File: src/rtl/serial_subtractor16.sv
// Bit-serial a - b - bin, LSB first; done pulses WIDTH+1 cycles after an accepted start.
// No backpressure: start is only sampled in IDLE/DONE and is ignored while busy.
module serial_subtractor16 #(
    parameter int WIDTH = 16
) (
    input  logic             clk,
    input  logic             rst,
    input  logic             start,
    input  logic [WIDTH-1:0] a,
    input  logic [WIDTH-1:0] b,
    input  logic             bin,
    output logic             busy,
    output logic             done,
    output logic [WIDTH-1:0] diff,
    output logic             bout,
    output logic             ovf
);

    localparam int CW = (WIDTH > 2) ? $clog2(WIDTH) : 1;
    localparam logic [CW-1:0] LAST_CNT = CW'(WIDTH - 1);

    typedef enum logic [1:0] {
        ST_IDLE = 2'd0,
        ST_RUN  = 2'd1,
        ST_DONE = 2'd2
    } state_t;

    state_t           state_q, state_d;
    logic [WIDTH-1:0] a_sh_q, a_sh_d;
    logic [WIDTH-1:0] b_sh_q, b_sh_d;
    logic [WIDTH-1:0] res_q, res_d;
    logic             br_q, br_d;
    logic [CW-1:0]    cnt_q, cnt_d;
    logic [WIDTH-1:0] diff_q, diff_d;
    logic             bout_q, bout_d;
    logic             ovf_q, ovf_d;

    logic a_bit, b_bit, d_bit, br_nxt;

    // One full-subtractor cell; the operand LSBs are the bits of the current position.
    always_comb begin
        a_bit  = a_sh_q[0];
        b_bit  = b_sh_q[0];
        d_bit  = a_bit ^ b_bit ^ br_q;
        br_nxt = (~a_bit & b_bit) | (~(a_bit ^ b_bit) & br_q);
    end

    always_comb begin
        state_d = state_q;
        a_sh_d  = a_sh_q;
        b_sh_d  = b_sh_q;
        res_d   = res_q;
        br_d    = br_q;
        cnt_d   = cnt_q;
        diff_d  = diff_q;
        bout_d  = bout_q;
        ovf_d   = ovf_q;

        case (state_q)
            ST_IDLE, ST_DONE: begin
                state_d = ST_IDLE;
                if (start) begin
                    a_sh_d  = a;
                    b_sh_d  = b;
                    br_d    = bin;
                    res_d   = '0;
                    cnt_d   = '0;
                    state_d = ST_RUN;
                end
            end
            ST_RUN: begin
                a_sh_d = {1'b0, a_sh_q[WIDTH-1:1]};
                b_sh_d = {1'b0, b_sh_q[WIDTH-1:1]};
                res_d  = {d_bit, res_q[WIDTH-1:1]};
                br_d   = br_nxt;
                cnt_d  = cnt_q + 1'b1;
                if (cnt_q == LAST_CNT) begin
                    // On the last bit the shift-register LSBs hold the operand sign bits.
                    diff_d  = {d_bit, res_q[WIDTH-1:1]};
                    bout_d  = br_nxt;
                    ovf_d   = (a_bit ^ b_bit) & (a_bit ^ d_bit);
                    cnt_d   = '0;
                    state_d = ST_DONE;
                end
            end
            default: state_d = ST_IDLE;
        endcase
    end

    always_ff @(posedge clk) begin
        if (rst) begin
            state_q <= ST_IDLE;
            a_sh_q  <= '0;
            b_sh_q  <= '0;
            res_q   <= '0;
            br_q    <= 1'b0;
            cnt_q   <= '0;
            diff_q  <= '0;
            bout_q  <= 1'b0;
            ovf_q   <= 1'b0;
        end else begin
            state_q <= state_d;
            a_sh_q  <= a_sh_d;
            b_sh_q  <= b_sh_d;
            res_q   <= res_d;
            br_q    <= br_d;
            cnt_q   <= cnt_d;
            diff_q  <= diff_d;
            bout_q  <= bout_d;
            ovf_q   <= ovf_d;
        end
    end

    assign busy = (state_q == ST_RUN);
    assign done = (state_q == ST_DONE);
    assign diff = diff_q;
    assign bout = bout_q;
    assign ovf  = ovf_q;

endmodule

File: config.mk
export PLATFORM = sky130hd
export DESIGN_NAME = serial_subtractor16
export DESIGN_NICKNAME = d
export VERILOG_FILES = /design/src/rtl/serial_subtractor16.sv
export SDC_FILE = /design/constraint.sdc
export NUM_CORES = 1
export LEC_CHECK = 0
export ABC_AREA = 0
export CELL_PAD_IN_SITES_DETAIL_PLACEMENT = 0
export CELL_PAD_IN_SITES_GLOBAL_PLACEMENT = 2
export CORE_MARGIN = 10
export CORE_UTILIZATION = 30
export DETAILED_ROUTE_END_ITERATION = 8
export GPL_ROUTABILITY_DRIVEN = 0
export GPL_TIMING_DRIVEN = 0
export PLACE_DENSITY = 0.77
export SKIP_LAST_GASP = 1
export SYNTH_ARGS = -nofsm -noshare
export SYNTH_HDL_FRONTEND = slang
export SYNTH_SLANG_ARGS = --single-unit
File: constraint.sdc
create_clock -name clk -period 1.9 [get_ports clk]
set_input_delay 0.475 -clock clk [delete_from_list [all_inputs] [get_ports clk]]
set_output_delay 0.475 -clock clk [all_outputs]
set_load 0.005 [all_outputs]
==> metrics.cfg <==
[place]
port_buffers = 55
dp_hpwl_um = 5451

[cells_and_area]
utilization_pct = 41.26
final_nets = 439
final_common_cell = nand2_1
layout_common_cells = nand2_1 (78), dfxtp_1 (71), clkdlybuf4s50_1 (53), nor2_1 (31), a311oi_1 (30)
post_route_cells_drive_above_1_share_pct = 11.60
area_growth_pct = 33.58
antenna_cells = 0

[global_route]
antenna_found_initial = 0
track_usage_pct = 10.98
grt_pass1_vias = 2523
overflow = 0
grt_max_degree = 15
grt_pass1_wl_um = 12750

[routing]
drc_errors = 0
ant_nets = 0
wl_um = 7828
drt-initial-drc-count = 142
vias = 2573
wl_per_cell_um = 14.66
first_pass_iters = 4
vias_per_cell = 4.818

[die]
start_util_pct = 30.89
die_w_um = 117.5
fp.dieArea_um2 = 13810
io_pins = 56
floorplan.rows = 35
die_h_um = 117.5
core-area_um2 = 9240

[timing]
min_period_ns = 1.827
drv_slew = 0
fin_crit_sh_pct = 96.18
final-hold-violation-count = 0
tightestPinTransition_ns = 0.5146
grt_setup_unrepaired = true
clock.fmax_mhz = 547.2
clock-skew-final_ns = 0.01039
setup_viol_count_final = 0
relSlewSlack_pct = 65.70

[synth]
ys.flop_type = dfxtp_1
async_flop_share_pct = 0
synth_edf_count = 0
synth_nets = 370
syn-mean-instance-area_um2 = 8.622
synthesis.area_um2 = 2854
synth_warnings = 0
synth-seq-cells = 72
synth_cells = 331
yosysSeqAreaShare_pct = 50.50
synth_cell_type_count = 31

[power_and_ir_drop]
power_w = 0.003296
p_per_area_nw_per_um2 = 864.5
irDropWorstVdd_v = 0.0003691
power.leakage_nw = 1.407

[critical_path]
endpoint_kind = output port
critPathArrivalTime_ns = 1.35
cp-start-kind = flip-flop
crit_top_cell = buf_6
slowest_stage = dfxtp_1
crit_type = flip-flop to output port
worstPathMaxFanout = 2
cp_slowest_stage_delay_ns = 0.33
cp.required_ns = 1.42
crit_chain = nand2b_4, buf_6, clkinvlp_4, buf_6, dlygate4sd2_1

[hold_path]
min_path_type = flip-flop to flip-flop

[cts]
clkLatencyLatePin_ns = 0.35
cts.htree.levels = 3
numCtsBuffers = 9
cts_num_sinks = 72
clockBufferDepth = 2
clk_pin_slew_ns = 0.09
cts_tree = yes
clockRootBuffer = clkbuf_8

[status]
status = complete, no violations

[run]
drv_cap = 0

## registers in the layout, summed over array words and instances, names as in the netlist
| signal | cells |
|---|---|
| b_sh_q | 16 |
| cnt_q | 4 |
| state_q | 2 |
| res_q | 15 |
| ovf | 1 |
| diff | 16 |
| bout | 1 |
| a_sh_q | 16 |
| br_q | 1 |
## Yosys cell counts, types with 5 or more instances
master | count | area, um^2
a21oi_1 | 24 | 120.1
buf_2 | 17 | 85.08
clkbuf_1 | 8 | 30.03
nor2_1 | 31 | 116.4
inv_1 | 5 | 18.77
dfxtp_1 | 72 | 1441
a311oi_1 | 30 | 262.8
nand3_1 | 23 | 115.1
a22o_1 | 16 | 140.1
nand2_1 | 78 | 292.8
## layout make-up
type / instances / area [um^2]
clock inverters: 7 / 77.57
plain buffers: 30 / 155.1
repair buffers: 58 / 574.3
well taps: 129 / 161.4
inverters: 5 / 22.52
flip-flops and latches: 72 / 1443
multi-input cells: 224 / 1255
fillers: 974 / 5428
clock buffers: 9 / 123.9
## cell families after synthesis
| kind of cell | after synthesis | synth area share [%] |
|---|---|---|
| buf+inv | 35 | 5.875 |
| flops | 72 | 50.50 |
| compound gates | 76 | 19.99 |
| xor+xnor | 1 | 0.3069 |
| mux | 1 | 0.3945 |
| simple gates | 143 | 21.35 |
| fa+ha+maj | 3 | 1.578 |
## critical path, delay by kind of cell (launching register included)
| family | cells | cell delay [ns] |
|---|---|---|
| DFF | 1 | 0.33 |
| and+or+nand+nor | 1 | 0.12 |
| buffers and inverters | 4 | 0.55 |
## per-stage QoR
| step | cell area [um^2] | hold slack (ns) | setup TNS (ns) | setup WS, ns | std cells |
|---|---|---|---|---|---|
| 3_5_place_dp | 3566 | 0.4570 | -7.328 | -0.1715 | 515 |
| 4_1_cts | 3799 | 0.4730 | 0 | 0.02436 | 534 |
| 3_3_place_gp | 3566 | 0.4558 | -7.038 | -0.1723 | 515 |
| 5_1_grt | 3812 | 0.4782 | -0.002858 | -0.002858 | 534 |
| 6_report | 3812 | 0.4700 | 0 | 0.07261 | 534 |
| 2_1_floorplan | 2854 | 0.4440 | 0 | 0.3102 | 331 |
## path summary, 6_finish.rpt
| kind | from | to | slack [ns] | cells after the start |
|---|---|---|---|---|
| worst min register to register | res_q[1] | diff[0] | 0.47 | 2 |
| worst max-delay path | state_q[1] | busy | 0.07 | 5 |
| worst max register to register | b_sh_q[0] | ovf | 0.18 | 5 |
| worst min-delay path | res_q[1] | diff[0] | 0.47 | 2 |
## what timing repair did
action	in CTS	in global routing
setup endpoints to repair	1	3
hold endpoints to repair	0	0
hold buffers	0	0
buffers inserted	3	0
gates resized for setup	4	4
## power breakdown
group	internal, W	leakage [nW]	switching [W]
registers	0.00158	0.588	0.0000420
logic	0.000190	0.719	0.000238
clock network	0.000618	0.100	0.000627
## layer usage
metal  GRT usage (%)  share of wire [%]  wire length, um
met2           16.54                 45             3515
met5               0                  0                0
met4           4.637                1.3               98
met1           14.76                 50             3901
met3           2.302                4.0              313
No activity file was read; power rests on OpenSTA's default activity.
